[src/rtl/alu_pkg.sv]
// Opcodes of the shared execute-stage ALU and the multiply sequencer state encoding.
package alu_pkg;

   localparam logic [3:0] ALU_ADD = 4'b0000;
   localparam logic [3:0] ALU_SUB = 4'b0001;
   localparam logic [3:0] ALU_AND = 4'b0010;
   localparam logic [3:0] ALU_OR  = 4'b0011;
   localparam logic [3:0] ALU_SLL = 4'b0100;
   localparam logic [3:0] ALU_XOR = 4'b0101;
   localparam logic [3:0] ALU_SLT = 4'b0110;
   localparam logic [3:0] ALU_SRL = 4'b0111;
   localparam logic [3:0] ALU_SRA = 4'b1000;

   typedef enum logic [2:0] {IDLE, EVAL, ADD, SHL, SHR, DONE} mul_state_e;

endpackage

[src/rtl/alu_mul_sequencer_if.sv]
// Bundle of multiply request/response, pipeline ALU request and shared ALU port.
interface alu_mul_sequencer_if #(parameter int XLEN = 32);

   logic            Start;
   logic [XLEN-1:0] MulA;
   logic [XLEN-1:0] MulB;
   logic            Busy;
   logic            Done;
   logic [XLEN-1:0] Result;
   logic [3:0]      Pipe_ALU_Control;
   logic [XLEN-1:0] Pipe_SrcA;
   logic [XLEN-1:0] Pipe_SrcB;
   logic [3:0]      ALU_Control;
   logic [XLEN-1:0] SrcA;
   logic [XLEN-1:0] SrcB;
   logic [XLEN-1:0] ALUOut;
   logic            Zero;

   modport slave (
      input  Start, MulA, MulB, Pipe_ALU_Control, Pipe_SrcA, Pipe_SrcB, ALUOut, Zero,
      output Busy, Done, Result, ALU_Control, SrcA, SrcB
   );

   modport master (
      output Start, MulA, MulB, Pipe_ALU_Control, Pipe_SrcA, Pipe_SrcB, ALUOut, Zero,
      input  Busy, Done, Result, ALU_Control, SrcA, SrcB
   );

endinterface

[src/rtl/alu_mul_sequencer.sv]
// Shift-add multiplier (low XLEN bits of A*B) that borrows the shared ALU while busy
// and forwards the pipeline's ALU request when idle.
module alu_mul_sequencer
   import alu_pkg::*;
#(
   parameter int XLEN       = 32,
   parameter bit EARLY_TERM = 1'b1
) (
   input  logic                clk,
   input  logic                reset,
   alu_mul_sequencer_if.slave  bus
);

   localparam logic [5:0] CNT_LAST = 6'(XLEN - 1);

   mul_state_e      state_q;
   logic [XLEN-1:0] p_q, mcand_q, mplier_q, result_q;
   logic [5:0]      cnt_q;
   logic            busy_q, done_q;

   logic eval_fin, shr_fin;

   // EVAL sees the loaded multiplier; SHR decides on the freshly shifted value from the ALU.
   assign eval_fin = EARLY_TERM && (mplier_q == '0);
   assign shr_fin  = EARLY_TERM ? bus.Zero : (cnt_q == CNT_LAST);

   always_comb begin
      bus.ALU_Control = bus.Pipe_ALU_Control;
      bus.SrcA        = bus.Pipe_SrcA;
      bus.SrcB        = bus.Pipe_SrcB;
      unique case (state_q)
         EVAL: begin
            bus.ALU_Control = ALU_ADD;
            bus.SrcA        = '0;
            bus.SrcB        = '0;
         end
         ADD: begin
            bus.ALU_Control = ALU_ADD;
            bus.SrcA        = p_q;
            bus.SrcB        = mcand_q;
         end
         SHL: begin
            bus.ALU_Control = ALU_SLL;
            bus.SrcA        = mcand_q;
            bus.SrcB        = XLEN'(1);
         end
         SHR: begin
            bus.ALU_Control = ALU_SRL;
            bus.SrcA        = mplier_q;
            bus.SrcB        = XLEN'(1);
         end
         default: ;
      endcase
   end

   always_ff @(posedge clk) begin
      if (reset) begin
         state_q  <= IDLE;
         p_q      <= '0;
         mcand_q  <= '0;
         mplier_q <= '0;
         cnt_q    <= '0;
         result_q <= '0;
         busy_q   <= 1'b0;
         done_q   <= 1'b0;
      end else begin
         done_q <= 1'b0;
         unique case (state_q)
            IDLE: if (bus.Start) begin
               p_q      <= '0;
               mcand_q  <= bus.MulA;
               mplier_q <= bus.MulB;
               cnt_q    <= '0;
               busy_q   <= 1'b1;
               state_q  <= EVAL;
            end
            EVAL: if (eval_fin) begin
               result_q <= p_q;
               busy_q   <= 1'b0;
               done_q   <= 1'b1;
               state_q  <= DONE;
            end else begin
               state_q  <= mplier_q[0] ? ADD : SHL;
            end
            ADD: begin
               p_q     <= bus.ALUOut;
               state_q <= SHL;
            end
            SHL: begin
               mcand_q <= bus.ALUOut;
               state_q <= SHR;
            end
            SHR: begin
               mplier_q <= bus.ALUOut;
               cnt_q    <= cnt_q + 6'd1;
               if (shr_fin) begin
                  result_q <= p_q;
                  busy_q   <= 1'b0;
                  done_q   <= 1'b1;
                  state_q  <= DONE;
               end else begin
                  state_q  <= bus.ALUOut[0] ? ADD : SHL;
               end
            end
            DONE: state_q <= IDLE;
            default: state_q <= IDLE;
         endcase
      end
   end

   assign bus.Busy   = busy_q;
   assign bus.Done   = done_q;
   assign bus.Result = result_q;

endmodule
[src/flat_wrapper.sv]
// flat-port wrapper written by rule: the top's interface ports become plain ports
module alu_mul_sequencer_flat import alu_pkg::*;
#(
   parameter int XLEN       = 32,
   parameter bit EARLY_TERM = 1'b1
)
  (clk, reset, bus_Start, bus_MulA, bus_MulB, bus_Pipe_ALU_Control, bus_Pipe_SrcA, bus_Pipe_SrcB, bus_ALUOut, bus_Zero, bus_Busy, bus_Done, bus_Result, bus_ALU_Control, bus_SrcA, bus_SrcB);
  alu_mul_sequencer_if #(.XLEN(XLEN)) bus_i ();
  input  logic clk;
  input  logic reset;
  input wire logic [$bits(bus_i.Start)-1:0] bus_Start;
  input wire logic [$bits(bus_i.MulA)-1:0] bus_MulA;
  input wire logic [$bits(bus_i.MulB)-1:0] bus_MulB;
  input wire logic [$bits(bus_i.Pipe_ALU_Control)-1:0] bus_Pipe_ALU_Control;
  input wire logic [$bits(bus_i.Pipe_SrcA)-1:0] bus_Pipe_SrcA;
  input wire logic [$bits(bus_i.Pipe_SrcB)-1:0] bus_Pipe_SrcB;
  input wire logic [$bits(bus_i.ALUOut)-1:0] bus_ALUOut;
  input wire logic [$bits(bus_i.Zero)-1:0] bus_Zero;
  output wire logic [$bits(bus_i.Busy)-1:0] bus_Busy;
  output wire logic [$bits(bus_i.Done)-1:0] bus_Done;
  output wire logic [$bits(bus_i.Result)-1:0] bus_Result;
  output wire logic [$bits(bus_i.ALU_Control)-1:0] bus_ALU_Control;
  output wire logic [$bits(bus_i.SrcA)-1:0] bus_SrcA;
  output wire logic [$bits(bus_i.SrcB)-1:0] bus_SrcB;
  assign bus_i.Start = bus_Start;
  assign bus_i.MulA = bus_MulA;
  assign bus_i.MulB = bus_MulB;
  assign bus_i.Pipe_ALU_Control = bus_Pipe_ALU_Control;
  assign bus_i.Pipe_SrcA = bus_Pipe_SrcA;
  assign bus_i.Pipe_SrcB = bus_Pipe_SrcB;
  assign bus_i.ALUOut = bus_ALUOut;
  assign bus_i.Zero = bus_Zero;
  assign bus_Busy = bus_i.Busy;
  assign bus_Done = bus_i.Done;
  assign bus_Result = bus_i.Result;
  assign bus_ALU_Control = bus_i.ALU_Control;
  assign bus_SrcA = bus_i.SrcA;
  assign bus_SrcB = bus_i.SrcB;
  alu_mul_sequencer #(.XLEN(XLEN), .EARLY_TERM(EARLY_TERM)) u_core (.clk(clk), .reset(reset), .bus(bus_i));
endmodule
[config.mk]
export PLATFORM = sky130hd
export DESIGN_NAME = alu_mul_sequencer_flat
export DESIGN_NICKNAME = d
export VERILOG_FILES = /design/src/rtl/alu_pkg.sv /design/src/rtl/alu_mul_sequencer_if.sv /design/src/rtl/alu_mul_sequencer.sv /design/src/flat_wrapper.sv
export SDC_FILE = /design/constraint.sdc
export NUM_CORES = 1
export LEC_CHECK = 0
export BUFFER_PORTS_ARGS = -buffer_cell sky130_fd_sc_hd__clkbuf_2
export CAP_MARGIN = 20
export CORE_MARGIN = 10
export CORE_UTILIZATION = 50
export DETAILED_ROUTE_END_ITERATION = 10
export PLACE_DENSITY = 0.8
export SLEW_MARGIN = 20
export SYNTH_ARGS = -nofsm -noshare
export SYNTH_HDL_FRONTEND = slang
export SYNTH_SLANG_ARGS = --single-unit
export TNS_END_PERCENT = 1
[constraint.sdc]
create_clock -name clk -period 4.79 [get_ports clk]
set_clock_uncertainty 0.15 [all_clocks]
set_input_delay 1.437 -clock clk [delete_from_list [all_inputs] [get_ports clk]]
set_output_delay 1.437 -clock clk [all_outputs]
set_load 0.1 [all_outputs]
==> metrics.txt, run 1 <==
DRC=0; CTS tree=built; Fin. Hold Viols=0; Worst Setup End Kind=primary output; Die H=143 µm; CP peak stage delay=0.67 ns; Slew Viols, Final=0; Die W=143 µm; Max FO, Critical Path=30; dpl hpwl=22300 µm; Final period util=0.926; TritonRoute pass-1 iters=6; Pwr per Cell Area=483 nW/µm²; First DRT Iteration DRCs=1087; cell-internal power=2.75 mW; post-synthesis register bit count=133; top cell type's share of synthesized area=0.350; Final WS setup=0.355 ns; Routed Wire Length=31400 µm; maximum vdd drop=0.345 mV; worst reg2reg setup slack=approximately 1.4 ns; average cell area after synthesis=7.81 µm²; CTS-repair resized insts=0; sequential-to-total area share from yosys stat=0.350; combinational fraction of design power=0.476; Static Leakage=around 4.1 nW; Post-synth EDFFs=0; clk slew on worst S/H paths=0.06 ns; Setup WS pre-CTS=0.843 ns; CP arrival=about 2.9 ns; grt total ovfl=0; WS Path Type=reg -> out; post-synth cell types=40; DR vias/cell=about 6.5; status=complete, no violations; Core Region=~15000 µm²; TritonCTS buffer count=17; worst hold path class=reg -> reg; relative slew slack=0.228; Synth async-reset ratio=0; measured slew at the worst slew-check pin=1.16 ns; Crit-path slowest cell=nor2_4; CP cell instances=nor2_4 > buf_4 > a221oi_1 > a31oi_1 > buf_12; initial antenna violation count=0; CP Data Required Time=3.20 ns; Worst-Skew Late Latency=0.42 ns; Buffers on Ports=between 200 and 300; design area=10400 µm²; sequential share of power=0.272; Clk pwr share=0.251; Setup TNS=0 ns; DP Area=9820 µm²; vias in the first global route=8522; synthesized cell area=7610 µm²; ANT cells=0; CTS max path bufs=2; RSZ-0062 raised after global routing=false; WL/cell=22.9 µm; GRT Total Usage=0.295; Area Growth Syn to Fin=36.4%; Main synth FF type=dfxtp_1; sw frac=0.452; Net Count, Synth=1143; Area contributors post-synth=dfxtp_1 (35%), nand2_1 (8.1%), nor2_1 (5.1%); Initial Util=0.505; Max-Cap Viols=0; most numerous cell in the Yosys netlist=nand2_1; Clock Sinks=133; final setup fails=0; nets=1339; global-route wire length before repair=48000 µm; setup bufs post-CTS=0; vias=slightly below 9000; post-route ant nets=0; fraction of final layout cells sized beyond drive strength 1=0.310; hold_ws=0.364 ns; Synth area leader=dfxtp_1; # hold bufs at CTS=0; cells after synthesis=975; Root Driver=clkbuf_16; fmax=225 MHz; final design utilization=0.688; switching power=~2.3 mW; critical path launch point type=flip-flop; most frequent cells after synthesis=nand2_1 (164), dfxtp_1 (133), nor2_1 (103); die area=20600 µm²; GP Congestion=~0.92; H-tree Lvls=4; I/O pin count=270; Final Critical Period=between 4 and 5 ns; Synth Warn #=0; pin count of the biggest net entering global routing=72; row cnt=45
## layout by cell type (no fill, tap or decap), drive strengths merged, types with 3 or more instances in the layout
cell      n
a211oi   33
a21oi    35
a221oi   33
a22o     31
a22oi    32
a311o    32
a311oi   32
a31oi    32
buf      87
clkbuf  227
clkinv    5
dfxtp   133
mux2     32
mux2i    32
nand2   164
nand3    66
nor2    104
nor2b     3
nor3     32
nor4      8
o21ai     6
## final cells by class
type | count | area [µm²]
clock buffer | 24 | 492
clock inverter | 8 | 73.8
fill | 1205 | 4700
inverter | 2 | 7.51
multi-input combinational | 727 | 4540
sequential | 133 | 2670
tap | 188 | 235
timing repair buffer | 290 | 2370
## metrics by stage
step,instances,power (mW)
after global routing,1372,5.18
after CTS,1372,5.00
after floorplan,975,2.93
after detailed placement,1340,3.75
final,1372,5.02
after global placement,1340,3.73
## critical path, delay by kind of cell (launching register included)
kind,cells,cell delay (ns)
and+or+nand+nor,1,0.67
DFF,1,0.54
buffers and inverters,2,0.67
AOI/OAI and AO/OA,2,0.52
## kinds of logic (layout without fill, tap and decap cells)
family,count (synthesis),after routing,synth area share
DFF,133,133,0.350
AOI/OAI and AO/OA,269,269,0.274
buffers and inverters,115,324,0.0624
xor gates and xnor gates,1,1,0.00115
and+or+nand+nor,391,391,0.220
adders and majority gates,2,2,0.00263
muxes,64,64,0.0894
## per-layer routing
layer | up-vias | track usage | share of wire
met1 | 4172 | 0.336 | 0.37
met4 | 0 | 0.157 | 0.050
li1 | 4039 | - | -
met2 | 610 | 0.495 | 0.48
met3 | 98 | 0.0792 | 0.10
met5 | - | 0 | 0
## power by group through the flow
stage	Sequential (mW)	Clock (mW)	Combinational, mW
after floorplan	1.33	0	1.60
after global placement	1.38	0	2.35
after detailed placement	1.38	0	2.37
after CTS	1.36	1.26	2.38
after global routing	1.37	1.31	2.50
final	1.37	1.26	2.39
## registers in the layout (all words and copies together) (netlist names)
signal,flops
u_core.bus.Result,32
u_core.mcand_q,32
u_core.mplier_q,32
u_core.p_q,32
u_core.state_q,3
u_core.bus.Busy,1
u_core.bus.Done,1
## worst paths after layout
check	start	endpoint	depth (start not counted)
max	u_core.state_q[0]$_SDFFE_PP0P_	bus_SrcA[28]	5
min	u_core.mcand_q[22]$_SDFFE_PP0P_	u_core.mcand_q[22]$_SDFFE_PP0P_	2
max reg2reg	u_core.state_q[0]$_SDFFE_PP0P_	u_core.mplier_q[11]$_SDFFE_PP0P_	5
min reg2reg	u_core.mcand_q[22]$_SDFFE_PP0P_	u_core.mcand_q[22]$_SDFFE_PP0P_	2
Power figures use the tool's default switching activity.
==> run 2: changes to the inputs <==
--- a/config.mk
+++ b/config.mk
@@ -11,6 +11,7 @@
 export CORE_UTILIZATION = 50
 export DETAILED_ROUTE_END_ITERATION = 10
 export PLACE_DENSITY = 0.8
+export SETUP_SLACK_MARGIN = 0.5
 export SLEW_MARGIN = 20
 export SYNTH_ARGS = -nofsm -noshare
 export SYNTH_HDL_FRONTEND = slang
==> metrics.txt, run 2 (same netlist as run 1, synthesis figures left out) <==
sequential share of power=0.267 (-0.005); cell-internal power=2.78 mW (+0.83%); CP arrival=2.66 ns (-0.19 ns); Fin. Hold Viols=0 (unchanged); sw frac=0.450 (-0.00122); total power draw=5.05 mW (+0.61%); Die H=143 µm (unchanged); TritonCTS buffer count=17 (unchanged); GP Congestion=0.964 (+5.3%); measured slew at the worst slew-check pin=1.11 ns (-0.0495 ns); final setup fails=0 (unchanged); vias=9018 (+1.1%); WS Path Type=reg -> out; Initial Util=0.505 (unchanged); Clock Sinks=133 (unchanged); GRT Total Usage=0.301 (+0.00592); Die W=143 µm (unchanged); Clk pwr share=0.259 (+0.008); worst hold path class=reg -> reg; Root Driver=clkbuf_16; I/O pin count=270 (unchanged); nets=1342 (+0.22%); CTS max path bufs=2 (unchanged); DRC=0 (unchanged); First DRT Iteration DRCs=1158 (+6.5%); Final period util=0.887 (-0.0394); relative slew slack=0.257 (+0.0297); die area=20600 µm² (unchanged); Final Critical Period=4.25 ns (-0.189 ns); final design utilization=0.687 (-0.00149); grt total ovfl=0 (unchanged); Pwr per Cell Area=487 nW/µm² (+0.83%); # hold bufs at CTS=0 (unchanged); Final WS setup=0.543 ns (+0.189 ns); pin count of the biggest net entering global routing=74 (+2.8%); Filler cells=1224 (+1.6%); Max-Cap Viols=0 (unchanged); multi-input logic area=4560 µm² (+0.33%); fmax=235 MHz (+4.4%); combinational fraction of design power=0.473 (-0.003); switching power=2.27 mW (+0.34%); RSZ-0062 raised after global routing=true; Setup WS pre-CTS=0.808 ns (-0.0349 ns); Worst Setup End Kind=primary output; Area Growth Syn to Fin=36.1%; fraction of final layout cells sized beyond drive strength 1=0.314 (+0.00427); maximum vdd drop=0.293 mV (-15%); Buffers on Ports=269 (unchanged); CP Data Required Time=3.20 ns (about the same); critical path launch point type=flip-flop; status=complete, no violations; CTS tree=built; most common cell after layout, fill and taps aside=clkbuf_2; Routed Wire Length=32100 µm (+2.3%); Max FO, Critical Path=18 (-40%); Static Leakage=4.11 nW (about the same); Core Region=15100 µm² (unchanged); row cnt=45 (unchanged); initial antenna violation count=1 (+1); H-tree Lvls=4 (unchanged); clk slew on worst S/H paths=0.06 ns (about the same); TritonRoute pass-1 iters=6 (unchanged); post-route ant nets=0 (unchanged); setup bufs post-CTS=0 (unchanged); Worst-Skew Late Latency=0.42 ns (about the same); WL/cell=23.3 µm (+1.9%); Reg area=2670 µm² (unchanged); dpl hpwl=22400 µm (+0.25%); Slew Viols, Final=0 (unchanged); vias in the first global route=8538 (+0.19%); leading cell types in the layout, fill and taps excluded=clkbuf_2 (203), nand2_1 (164), dfxtp_1 (130); global-route wire length before repair=48700 µm (+1.5%); DR vias/cell=6.55 (+0.74%); Setup TNS=0 ns (unchanged)
[run 2: changes by cell type in the layout (fill, tap and decap cells not counted), sizes merged]
cell | before | now
buf | 87 | 89
bufinv | 1 | 2
clkbuf | 227 | 226
diode | 0 | 2
nor2b | 3 | 4
[run 2: layout make-up]
type,instances,area share
inverters,2,0.000724
clock buffers,23,0.0471
clock inverters,9,0.00966
flip-flops and latches,133,0.257
well taps,188,0.0227
multi-input cells,728,0.440
diodes,2,0.000483
repair buffers,292,0.222
[run 2: worst paths after layout]
check,depth (start not counted),slack (ns),start,end
worst max-delay path,5,0.54,u_core.state_q[0]$_SDFFE_PP0P_,bus_SrcB[24]
worst min-delay path,2,0.36,u_core.mplier_q[24]$_SDFFE_PP0P_,u_core.mplier_q[24]$_SDFFE_PP0P_
worst max register to register,5,2.11,u_core.mplier_q[17]$_SDFFE_PP0P_,u_core.bus.Result[22]$_SDFFE_PP0P_
worst min register to register,2,0.36,u_core.mplier_q[24]$_SDFFE_PP0P_,u_core.mplier_q[24]$_SDFFE_PP0P_
[run 2: power by group through the flow]
stage               Sequential (mW)  Combinational, mW  Clock (mW)
floorplan                      1.33               1.60           0
global placement               1.36               2.33           0
detailed placement             1.36               2.36           0
CTS                            1.34               2.37        1.31
global route                   1.36               2.49        1.36
finish                         1.35               2.39        1.31
[run 2: critical path: stages (launching register included)]
cell	delay, ns
dfxtp_2	0.43
or2_1	0.31
xnor2_2	0.81
buf_12	0.26
a22o_1	0.22
buf_12	0.19
[run 2: what timing repair did]
action	4_1_cts	5_1_grt
pin swaps	0	0
endpoints found under the setup margin	3	54
cloned	1	0
gates resized for setup	0	2
[run 2: layer usage]
| metal | routed length [µm] | part of all wire | global-route usage | up-vias |
|---|---|---|---|---|
| li1 | - | - | - | 4046 |
| met1 | 11500 | 0.36 | 0.343 | 4236 |
| met2 | 15300 | 0.48 | 0.504 | 648 |
| met3 | 3880 | 0.12 | 0.0921 | 88 |
| met4 | 1410 | 0.044 | 0.142 | 0 |
| met5 | 0 | 0 | 0 | - |
[run 2: per-stage QoR]
stage	hold WS, ns	instances	cell area [µm²]
final	0.364	1377	10400
after floorplan	0.332	975	7620
after detailed placement	0.358	1342	9760
after global placement	0.346	1342	9760
after CTS	0.367	1375	10400
after global routing	0.387	1376	10400
==> run 3: changes to the inputs <==
--- a/config.mk
+++ b/config.mk
@@ -5,12 +5,14 @@
 export SDC_FILE = /design/constraint.sdc
 export NUM_CORES = 1
 export LEC_CHECK = 0
+export ABC_AREA = 1
+export ABC_CLOCK_PERIOD_IN_PS = 4790
 export BUFFER_PORTS_ARGS = -buffer_cell sky130_fd_sc_hd__clkbuf_2
 export CAP_MARGIN = 20
 export CORE_MARGIN = 10
 export CORE_UTILIZATION = 50
 export DETAILED_ROUTE_END_ITERATION = 10
-export PLACE_DENSITY = 0.8
+export PLACE_DENSITY = 0.81
 export SETUP_SLACK_MARGIN = 0.5
 export SLEW_MARGIN = 20
 export SYNTH_ARGS = -nofsm -noshare
==> metrics.txt, run 3 <==
Routed Wire Length=28700 µm (-11%); relative slew slack=0.442 (+0.185); Slew Viols, Final=0 (unchanged); sequential-to-total area share from yosys stat=0.376 (+0.0259); TritonCTS buffer count=17 (unchanged); Worst Setup End Kind=primary output; vias in the first global route=8129 (-4.8%); dpl hpwl=20900 µm (-6.3%); initial antenna violation count=1 (unchanged); row cnt=43 (-4.4%); cell-internal power=2.89 mW (+4.0%); critical path launch point type=flip-flop; Core Region=13900 µm² (-8.0%); GRT Total Usage=0.283 (-0.0176); Die H=139 µm (-3.0%); H-tree Lvls=4 (unchanged); Final Critical Period=4.18 ns (-0.0624 ns); CTS max path bufs=2 (unchanged); Setup TNS=0 ns (unchanged); combinational fraction of design power=0.501 (+0.028); DP Area=9390 µm² (-3.7%); most frequent cells after synthesis=nand2_1 (243), dfxtp_1 (133), inv_1 (118); Post-synth EDFFs=0 (unchanged); vias=8462 (-6.2%); post-synthesis register bit count=133 (unchanged); TritonRoute pass-1 iters=6 (unchanged); Static Leakage=4.74 nW (+15%); grt total ovfl=0 (unchanged); Clk pwr share=0.250 (-0.009); First DRT Iteration DRCs=1186 (+2.4%); global-route wire length before repair=44900 µm (-7.8%); GP Congestion=0.936 (-2.9%); RSZ-0062 raised after global routing=false; Pwr per Cell Area=527 nW/µm² (+8.1%); cells after synthesis=1066 (+9.3%); clk slew on worst S/H paths=0.06 ns (about the same); design area=10000 µm² (-3.1%); Post-Layout Cell Count=1483 (+7.7%); maximum vdd drop=0.338 mV (+15%); Main synth FF type=dfxtp_1; WS Path Type=reg -> out; CP Data Required Time=3.20 ns (about the same); die area=19300 µm² (-6.0%); measured slew at the worst slew-check pin=0.834 ns (-0.275 ns); nets=1457 (+8.6%); CTS tree=built; sw frac=0.455 (+0.00441); Fin. Hold Viols=0 (unchanged); most numerous cell in the Yosys netlist=nand2_1; Clock Sinks=133 (unchanged); Synth area leader=dfxtp_1; most common cell after layout, fill and taps aside=nand2_1; Max-Cap Viols=0 (unchanged); I/O pin count=270 (unchanged); DR vias/cell=5.71 (-13%); average cell area after synthesis=6.65 µm² (-15%); sequential share of power=0.249 (-0.018); DRC=0 (unchanged); Placed Instances=1447 (+7.8%); Initial Util=0.511 (+0.00608); # hold bufs at CTS=0 (unchanged); pin count of the biggest net entering global routing=68 (-8.1%); Worst-Skew Late Latency=0.43 ns (about the same); fmax=239 MHz (+1.5%); Area Growth Syn to Fin=41.7%; synthesized cell area=7090 µm² (-6.9%); WL/cell=19.3 µm (-17%); Root Driver=clkbuf_16; final setup fails=0 (unchanged); Net Count, Synth=1234 (+8.0%); Area contributors post-synth=dfxtp_1 (38%), nand2_1 (13%), a21oi_1 (8.0%); CP arrival=2.60 ns (-0.06 ns); fraction of final layout cells sized beyond drive strength 1=0.260 (-0.0546); worst hold path class=reg -> reg; Synth async-reset ratio=0 (unchanged); post-route ant nets=0 (unchanged); leading cell types in the layout, fill and taps excluded=nand2_1 (242), clkbuf_2 (201), dfxtp_1 (133); post-synth cell types=26 (-35%); Synth Warn #=0 (unchanged); status=complete, no violations; Buffers on Ports=269 (unchanged); Final period util=0.874 (-0.0130); switching power=2.41 mW (+5.9%); top cell type's share of synthesized area=0.376 (+0.0259); Max FO, Critical Path=54 (+36); Die W=139 µm (-3.0%)
## run 3: changes by cell type in the layout (fill, tap and decap cells not counted), sizes merged, moves of 33 or more
cell	delta
nand3b	+33
o22ai	+46
a21oi	+78
nand2	+83
o21ai	+63
inv	+121
nand3	-41
a221oi	-33
## run 3: cell families (layout without fill, tap and decap cells)
kind of cell / count (synthesis) / after routing / share of synthesized area
AND/OR/NAND/NOR: 429 / 429 / 0.261
AO/OA/AOI/OAI: 295 / 295 / 0.235
buffers and inverters: 209 / 445 / 0.129
flip-flops: 133 / 133 / 0.376
other: 0 / 1 / 0
## run 3: cell type report
| type | count | area (µm²) |
|---|---|---|
| diodes | 1 | 2.50 |
| clock buffers | 24 | 512 |
| clock inverters | 8 | 95.1 |
| fillers | 1079 | 3830 |
| inverters | 124 | 472 |
| multi-input cells | 724 | 3540 |
| flip-flops and latches | 133 | 2660 |
| well taps | 180 | 225 |
| repair buffers | 289 | 2540 |
## run 3: power groups by stage
stage                     Clock [mW]  Sequential (mW)  Combinational [mW]
after floorplan                    0             1.38                1.64
after global placement             0             1.33                2.60
after detailed placement           0             1.33                2.63
after CTS                       1.32             1.31                2.65
after global routing            1.38             1.33                2.77
final                           1.32             1.32                2.65
## run 3: worst max-delay path, cell delays in order (launching register included)
cell and delay (ns):
dfxtp_1 0.47, inv_2 0.22, nand3_4 0.13, buf_4 0.47, o22ai_1 0.22, a21oi_1 0.29, nand2_1 0.15, buf_12 0.19
## run 3: repair_timing
item | CTS | global route
hold endpoints to repair | 0 | 0
buffers inserted | 3 | 0
endpoints found under the setup margin | 8 | 40
gates resized for setup | 1 | 2
## run 3: per-stage QoR
stage          power, mW  utilization  hold slack, ns  setup WS (ns)
2_1_floorplan       3.03            -           0.302         0.0396
3_3_place_gp        3.93        0.677           0.289          0.978
3_5_place_dp        3.96        0.677           0.293          0.861
4_1_cts             5.28        0.723           0.301          0.619
5_1_grt             5.47        0.724           0.340          0.506
6_report            5.29        0.724           0.298          0.606
## run 3: worst paths after layout
kind                            slack [ns]                                 end  depth (start not counted)                            from
worst max-delay path                  0.61                        bus_SrcA[22]                          7  u_core.state_q[0]$_SDFFE_PP0P_
worst min-delay path                  0.30        u_core.bus.Busy$_SDFFE_PP0P_                          2    u_core.bus.Busy$_SDFFE_PP0P_
worst max register to register        2.03  u_core.bus.Result[17]$_SDFFE_PP0P_                          7  u_core.state_q[0]$_SDFFE_PP0P_
worst min register to register        0.30        u_core.bus.Busy$_SDFFE_PP0P_                          2    u_core.bus.Busy$_SDFFE_PP0P_
## run 3: layer usage
layer,part of all wire,up-vias,GRT usage
met3,0.10,77,0.0822
met2,0.47,536,0.463
li1,-,3977,-
met5,0,-,0
met1,0.39,3872,0.341
met4,0.035,0,0.115
